**config.mk**
```make
export PLATFORM = sky130hd
export DESIGN_NAME = fetch
export DESIGN_NICKNAME = d
export VERILOG_FILES = /design/src/rtl/fetch.sv
export SDC_FILE = /design/constraint.sdc
export NUM_CORES = 1
export LEC_CHECK = 0
export ABC_AREA = 1
export BUFFER_PORTS_ARGS = -buffer_cell sky130_fd_sc_hd__buf_2
export CAP_MARGIN = 25
export CORE_MARGIN = 5
export CORE_UTILIZATION = 52
export DETAILED_ROUTE_END_ITERATION = 6
export GPL_TIMING_DRIVEN = 0
export HOLD_SLACK_MARGIN = 0.15
export PLACE_DENSITY_LB_ADDON = 0.08
export SLEW_MARGIN = 20
export SYNTH_ARGS = -nofsm -noshare
export SYNTH_HDL_FRONTEND = slang
export SYNTH_SLANG_ARGS = --single-unit
```
**constraint.sdc**
```tcl
create_clock -name clk -period 3.9 [get_ports clk]
set_input_delay 0.78 -clock clk [delete_from_list [all_inputs] [get_ports clk]]
set_output_delay 0.78 -clock clk [all_outputs]
set_load 0.02 [all_outputs]
```
**src/rtl/fetch.sv**
```systemverilog
// fetch: instruction fetch (IF) stage.
//   Sends in-order requests to instruction memory. Each request is tagged with
//   its PC. Responses land in a small instruction buffer, and decode takes them
//   through the registered fe_to_de output. When fe_to_de.pc_r is 1, the output
//   is a bubble.
//   Requests in flight plus buffered entries never exceed FIFO_DEPTH, so the
//   buffer can never overflow. A redirect flushes the buffer. Responses still
//   in flight at that point are counted in drop_cnt and discarded as they
//   arrive.
// Optional build macro: FETCH_BYPASS_EN. When it is defined, a response that
//   arrives while the buffer is empty and decode is ready goes straight into
//   fe_to_de. This removes one cycle of latency.
// Ports:
//   clk, reset_n                 clock (rising edge), async active-low reset
//   en                           decode ready; 0 holds fe_to_de
//   pc_r, redirect_target        redirect from EX and its new PC
//   imem_req_valid/ready/addr    request channel to instruction memory
//   imem_rsp_valid/data          in-order response channel, never stalled
//   fe_to_de                     registered {pc_value, instruction_value, pc_r}

package fetch_pkg;
    typedef struct packed {
        logic [31:0] pc_value;
        logic [31:0] instruction_value;
        logic        pc_r;
    } fe_to_de_s;
endpackage

module fetch #(
    parameter logic [31:0] RESET_PC   = 32'h0000_0000,
    parameter int          FIFO_DEPTH = 2
) (
    input  logic                clk,
    input  logic                reset_n,
    input  logic                en,
    input  logic                pc_r,
    input  logic [31:0]         redirect_target,
    output logic                imem_req_valid,
    input  logic                imem_req_ready,
    output logic [31:0]         imem_addr,
    input  logic                imem_rsp_valid,
    input  logic [31:0]         imem_rsp_data,
    output fetch_pkg::fe_to_de_s fe_to_de
);
    localparam int          CW  = $clog2(FIFO_DEPTH + 1);
    localparam int          PW  = (FIFO_DEPTH > 1) ? $clog2(FIFO_DEPTH) : 1;
    localparam logic [31:0] NOP = 32'h0000_0013;

    logic [31:0]   pc_fetch;
    logic [CW-1:0] outstanding, fifo_count, drop_cnt;
    logic [PW-1:0] tag_wp, tag_rp, fifo_wp, fifo_rp;
    logic [31:0]   tag_q    [FIFO_DEPTH];
    logic [31:0]   fifo_pc  [FIFO_DEPTH];
    logic [31:0]   fifo_ins [FIFO_DEPTH];

    logic          issue, rsp_keep, bypass, fifo_push, fifo_pop;
    logic [31:0]   rsp_pc;
    logic [CW:0]   credit_used;

    function automatic logic [PW-1:0] inc_ptr(input logic [PW-1:0] p);
        return (p == PW'(FIFO_DEPTH - 1)) ? '0 : p + PW'(1);
    endfunction

    always_comb begin
        credit_used = {1'b0, outstanding} + {1'b0, fifo_count};
        // Gate with reset_n so no request is raised while reset is held.
        imem_req_valid = reset_n && !pc_r && (credit_used < (CW+1)'(FIFO_DEPTH));
        imem_addr      = pc_fetch;
        issue          = imem_req_valid && imem_req_ready;
        rsp_pc         = tag_q[tag_rp];
        rsp_keep       = imem_rsp_valid && !pc_r && (drop_cnt == '0);
`ifdef FETCH_BYPASS_EN
        bypass         = rsp_keep && en && (fifo_count == '0);
`else
        bypass         = 1'b0;
`endif
        fifo_push      = rsp_keep && !bypass;
        fifo_pop       = en && !pc_r && (fifo_count != '0);
    end

    // Storage arrays need no reset; their counters and pointers carry validity.
    always_ff @(posedge clk) begin
        if (issue)
            tag_q[tag_wp] <= pc_fetch;
        if (fifo_push) begin
            fifo_pc[fifo_wp]  <= rsp_pc;
            fifo_ins[fifo_wp] <= imem_rsp_data;
        end
    end

    always_ff @(posedge clk or negedge reset_n) begin
        if (!reset_n) begin
            pc_fetch    <= RESET_PC;
            outstanding <= '0;
            fifo_count  <= '0;
            drop_cnt    <= '0;
            tag_wp      <= '0;
            tag_rp      <= '0;
            fifo_wp     <= '0;
            fifo_rp     <= '0;
            fe_to_de    <= '{pc_value: RESET_PC, instruction_value: NOP, pc_r: 1'b1};
        end else begin
            // The tag queue keeps running across redirects. Stale responses
            // still have to pop their tags.
            outstanding <= outstanding + CW'(issue) - CW'(imem_rsp_valid);
            if (issue) begin
                tag_wp   <= inc_ptr(tag_wp);
                pc_fetch <= pc_fetch + 32'd4;
            end
            if (imem_rsp_valid)
                tag_rp <= inc_ptr(tag_rp);

            if (pc_r) begin
                pc_fetch        <= redirect_target;
                fifo_count      <= '0;
                fifo_wp         <= '0;
                fifo_rp         <= '0;
                // Every response still owed is stale, including one that
                // arrives this cycle. That one is already excluded here.
                drop_cnt        <= outstanding - CW'(imem_rsp_valid);
                fe_to_de.pc_r   <= 1'b1;
            end else begin
                if (imem_rsp_valid && drop_cnt != '0)
                    drop_cnt <= drop_cnt - CW'(1);
                fifo_count <= fifo_count + CW'(fifo_push) - CW'(fifo_pop);
                if (fifo_push)
                    fifo_wp <= inc_ptr(fifo_wp);
                if (fifo_pop)
                    fifo_rp <= inc_ptr(fifo_rp);

                if (bypass)
                    fe_to_de <= '{pc_value: rsp_pc, instruction_value: imem_rsp_data, pc_r: 1'b0};
                else if (en) begin
                    if (fifo_count != '0)
                        fe_to_de <= '{pc_value: fifo_pc[fifo_rp],
                                      instruction_value: fifo_ins[fifo_rp], pc_r: 1'b0};
                    else
                        fe_to_de.pc_r <= 1'b1;
                end
            end
        end
    end

`ifndef SYNTHESIS
    always_ff @(posedge clk) begin
        if (reset_n) begin
            assert (!(imem_rsp_valid && outstanding == '0));
            assert (credit_used <= (CW+1)'(FIFO_DEPTH));
            assert (drop_cnt <= outstanding);
        end
    end
`endif

endmodule
```
Word-level counts from Yosys, hierarchy flattened
Memories as Yosys holds them, arrays and structs flattened. A register that Yosys moved wholly into a read port is not among the register bits.
Cells that the tools add are included.
{"block": "totals", "input_bits": 70, "output_inout_bits": 98, "word_cells": 66, "mem_count": 3, "mem_bits_rw": 192, "latch_bits": 0, "romBits": 0, "reg_bits": 43}
{"block": "classes", "addsub": 12, "n_mul": 0, "n_bitwise": 1, "n_shift": 0, "n_mux": 20, "n_eq_ne": 0, "div_mod_pow": 0, "reduce_logical": 20, "n_lt_le_gt_ge": 1}
{"name": "fifo_ins", "depth": 2, "width": 32, "read_ports": 1, "rd_ports_with_merged_regs": 1, "wr": 1, "line_no": "54", "text": "logic [31:0] fifo_ins [FIFO_DEPTH];"}
{"name": "fifo_pc", "depth": 2, "width": 32, "read_ports": 1, "rd_ports_with_merged_regs": 1, "wr": 1, "line_no": "53", "text": "logic [31:0] fifo_pc [FIFO_DEPTH];"}
{"name": "tag_q", "depth": 2, "width": 32, "read_ports": 1, "rd_ports_with_merged_regs": 0, "wr": 1, "line_no": "52", "text": "logic [31:0] tag_q [FIFO_DEPTH];"}
{"op": "32-bit two-way mux", "n": 2}
{"op": "32-bit by 3-bit adder with 32-bit output (second input constant)", "n": 1}
{"op": "1-bit two-way mux", "n": 15}
{"op": "2-bit nonzero test", "n": 7}
{"op": "1-bit logical AND", "n": 8}
{"op": "2-bit two-way mux", "n": 3}
{"op": "2-bit by 1-bit subtractor with 2-bit output", "n": 3}
{"op": "1-bit adder (second input constant)", "n": 4}
{"op": "2-bit by 1-bit adder with 2-bit output", "n": 2}
{"op": "2-bit by 2-bit adder with 3-bit output", "n": 1}
{"op": "1-bit zero test", "n": 3}
{"op": "3-bit by 2-bit < comparator with 1-bit output (second input constant)", "n": 1}
{"op": "3-bit AND reduction", "n": 1}
{"op": "2-bit zero test", "n": 1}
{"op": "2-bit by 1-bit subtractor with 2-bit output (second input constant)", "n": 1}
{"op": "1-bit NOT", "n": 1}

Longest topological paths before layout
{"block": "depth", "word_depth": 6, "depth_mapped": 10, "ltp_nobuf": 10}

Worst setup path before layout
OpenSTA, ideal clock, no wires.
{"block": "synth_timing", "path_kind": "input to register", "startpoint": "input port pc_r", "endpoint": "memory fifo_ins[0][0] (enable)", "setup_time_ns": 0.486, "required_time_ns": 3.414, "path_slack_ns": -0.429, "cell_stages": 4, "path_buffers": 1, "arrival_time_ns": 3.843, "cell_sequence": "inv_2 buf_2 nand2_1 nor2_1"}
{"block": "synth_via", "elab_chain_cells": 5}
{"element": "start: declaration", "line_no": "36", "text": "input logic pc_r,"}
{"element": "1-bit zero test", "line_no": "71", "text": "rsp_keep = imem_rsp_valid && !pc_r && (drop_cnt == '0);"}
{"element": "1-bit logical AND (2 in a row)", "line_no": "71"}
{"element": "1-bit two-way mux", "line_no": "85", "text": "if (fifo_push) begin"}
{"element": "1-bit two-way mux (implied by the code)", "line_no": "87", "text": "fifo_ins[fifo_wp] <= imem_rsp_data;"}
{"element": "end: declaration", "line_no": "54"}
No other way between the ends.

Worst setup path after layout
{"block": "layout_timing", "startpoint": "register fifo_count[0]", "endpoint": "output port imem_req_valid"}
{"block": "layout_via", "elab_chain_cells": 3}
{"element": "start: declaration", "line_no": "50", "text": "logic [CW-1:0] outstanding, fifo_count, drop_cnt;"}
{"element": "start signal: assignment", "line_no": "125", "text": "fifo_count <= fifo_count + CW'(fifo_push) - CW'(fifo_pop);"}
{"element": "2-bit by 2-bit adder with 3-bit output", "line_no": "65", "text": "credit_used = {1'b0, outstanding} + {1'b0, fifo_count};"}
{"element": "3-bit by 2-bit < comparator with 1-bit output", "line_no": "67", "text": "imem_req_valid = reset_n && !pc_r && (credit_used < (CW+1)'(FIFO_DEPTH));"}
{"element": "1-bit logical AND", "line_no": "67"}
{"element": "end: declaration", "line_no": "38", "text": "output logic imem_req_valid,"}
No other way between the ends.

==> metrics.csv <==
metric;value;unit
worst_skew_pair.late_latency;530;ps
detailedRoute.firstPassIterationCount;4;
timing.slew.headroom;53.8;%
final_net_count;1344;
hold_path.class;in -> async;
die_height;163;µm
max_freq;361;MHz
via_count_of_the_first_global_routing_pass;7862;
cell_internal_pwr;6520;µW
drtIter0Drc;513;
cell_chain_critical_path;nand2_1 -> inv_1 -> fa_1 -> nor2_2 -> nand3_1 -> inv_1 -> buf_2;
start_util;52.5;%
drt_drc_violations_left;0;
area_growth_syn_to_layout;19.7;%
count_of_flip_flops_with_a_built_in_enable_after_synthesis;192;
synth.cells.most_frequent;nand2_1, edfxtp_1, o21ai_0, inv_1, dfrtp_1;
grt_start_max_net_pins;57;
place_area;13700;µm²
worst_ir_drop_vdd;0.291;mV
cellLeakagePower;0.00622;µW
timing_max_transition_violations_final;0;
via_per_inst;4.93;
gr-usage-all-layers;19.4;%
rsz0062_at_grt;no;
placementRows;56;
synth.ff_latch_count;299;
setup_total_negative_slack;0;ps
postLayoutCellArea;14600;µm²
layout.filler_cells;1925;
numCtsBuffers;29;
netlist-cell-type-count;35;
setup.worst_path.class;reg -> out;
ant_nets;0;
powerDensity;645;nW/µm²
setup_viol_count_final;0;
power_switching;2930;µW
ys.warnings.count;0;
hold_ws;191;ps
hold_bufs_inserted_after_cts;0;
max_stage_delay;440;ps
grt_pass1_wl;40700;µm
die_area;26700;µm²
chipWidth;163;µm
skew;13.7;ps
ff2ff_setup_slack;1440;ps
cpMostUsedCell;inv_1;
syn_area_per_cell;11.5;µm²
timing.critical_path.required;3120;ps
synth_top_area_share;47.1;%
number_of_instances_in_the_synthesized_netlist;1061;
synth_top_cell_by_area;edfxtp_1;
core_area;23300;µm²
clock_slew_at_the_register_clock_pins_of_the_worst_setup_and_hold_paths;60;ps
status;finished, final reports clean;
path_max_fanout;3;
rr_startpoint;fifo_count[0];
wirelength;25300;µm
asyncSetResetFlopFracSynth;35.8;%
synth_most_common_cell;nand2_1;
syn_area;12200;µm²
numPortBuffers;167;
tritoncts_num_sinks;299;
cp-start-kind;flip-flop;
critical_path_buf_inv_count;3;
worstMarginPinSlew;692;ps
r2r.worst_path.cells;7;
global_route.overflow_total;0;
slowest_stage;fa_1;
final_report_hold_violation_count;0;
worst_setup_path_end_kind;output pin;
synth_ff_type;edfxtp_1;
gp_routability_congestion;0.812;
synth_sequential_area_ratio;69.0;%
layout-drive-gt1-share;25.2;%
worst_r2r_endpoint;tag_q[0][23];
ys_top_cells_by_area;edfxtp_1, dfrtp_1, nand2_1, o21ai_0, inv_1;
antenna_found_initial;0;
ios;168;
cts_max_path_buffers;3;
maxCapViolations;0;
power.switching_fraction;31.0;%
clock_tree.htree_level_count;1;
clkPwrFrac;29.4;%
num_antenna_cells;0;
postSynthNetCount;1139;
period_needed;2770;ps
period_share;71.0;%
comb_power_share;24.3;%
seqPwrFrac;46.3;%
finalCoreUtilization;62.8;%
cts_root_buffer;clkbuf_16;
vias;7924;
post_cts.repair.setup_buffers;0;
critical_path_arrival;1990;ps
post_cts_resize_count;0;
dominant_delay_contributor_by_cell_family_on_the_critical_path;adder cells;
dpl.hpwl;17800;µm
detail_route.wl_per_cell;15.8;µm
cts_tree;done;
[cell usage in the layout, fill, tap and decap left out, types with 2 or more instances in the layout]
cell type,synthesis,final
ha_1,7,7
buf_2,15,181
bufinv_16,0,3
buf_4,6,6
buf_12,0,3
nand2_1,274,274
xnor2_1,7,7
nor2_1,34,30
nor2_2,8,8
nor2_4,7,11
clkinv_2,0,9
clkbuf_8,0,5
o21bai_1,6,6
clkinvlp_4,0,2
xor2_1,5,5
o21ai_0,130,130
edfxtp_1,192,192
mux2_2,32,32
buf_16,0,4
buf_6,10,11
inv_1,114,114
a21oi_1,2,2
nor3_1,2,2
nand2_2,4,4
o211ai_1,3,3
o21ai_1,18,18
clkbuf_16,0,29
dfstp_2,4,4
clkbuf_1,10,14
nand3_1,52,52
nand2_4,3,3
dfrtp_1,103,103
inv_2,4,4
[registers in the layout (all words and copies together), names as in the netlist, 2 cells and up]
signal / cells
fe_to_de: 65
fifo_ins: 64
fifo_pc: 64
tag_q: 64
imem_addr: 32
drop_cnt: 2
fifo_count: 2
outstanding: 2
[worst max-delay path by stage]
stage	start	end	slack (ps)	depth (start not counted)
floorplan	pc_r	fifo_ins[0][0]	640	4
global placement	reset_n	tag_q[0][27]	-2120	3
detailed placement	reset_n	tag_q[1][29]	880	5
CTS	fifo_count[0]	imem_req_valid	1090	7
global route	fifo_count[0]	imem_req_valid	1010	7
finish	fifo_count[0]	imem_req_valid	1130	7
[metal layers]
layer  share of wire (%)  global-route usage, %  vias to the layer above
met3                 5.5                   3.10                       42
li1                    -                      -                     3968
met2                  48                   32.9                      235
met4                 2.4                   5.41                        0
met5                   0                      0                        -
met1                  44                   26.2                     3679
[power groups by stage]
stage	Combinational, µW	Sequential (µW)	Clock, µW
floorplan	1020	4840	0
global placement	2250	4420	0
detailed placement	2330	4440	0
CTS	2340	4380	2840
global route	2550	4450	2990
finish	2300	4370	2780
[stage by stage]
step	worst slack, ps	std cells	power (µW)
final	1130	1607	9450
after global routing	1010	1607	9990
after CTS	1090	1607	9560
after detailed placement	883	1554	6770
after global placement	-2120	1547	6670
after floorplan	640	1061	5860
[logic make-up (layout without fill, tap and decap cells)]
group / Yosys count / after routing / synth area share (%)
compound gates: 161 / 161 / 6.81
xor+xnor: 12 / 12 / 0.859
fa+ha+maj: 8 / 8 / 0.879
buf+inv: 160 / 387 / 5.88
flops: 299 / 299 / 69.0
mux: 32 / 32 / 2.94
simple gates: 389 / 389 / 13.6
[area by class of cell]
type | count | area (µm²) | area share, %
clock inverter | 15 | 154 | 1.05
tap | 319 | 399 | 2.73
inverter | 119 | 449 | 3.07
multi-input combinational | 602 | 3100 | 21.2
buffer | 41 | 270 | 1.85
timing repair buffer | 174 | 1010 | 6.91
clock buffer | 38 | 810 | 5.53
sequential | 299 | 8450 | 57.7
No activity file was read; power rests on OpenSTA's default activity.
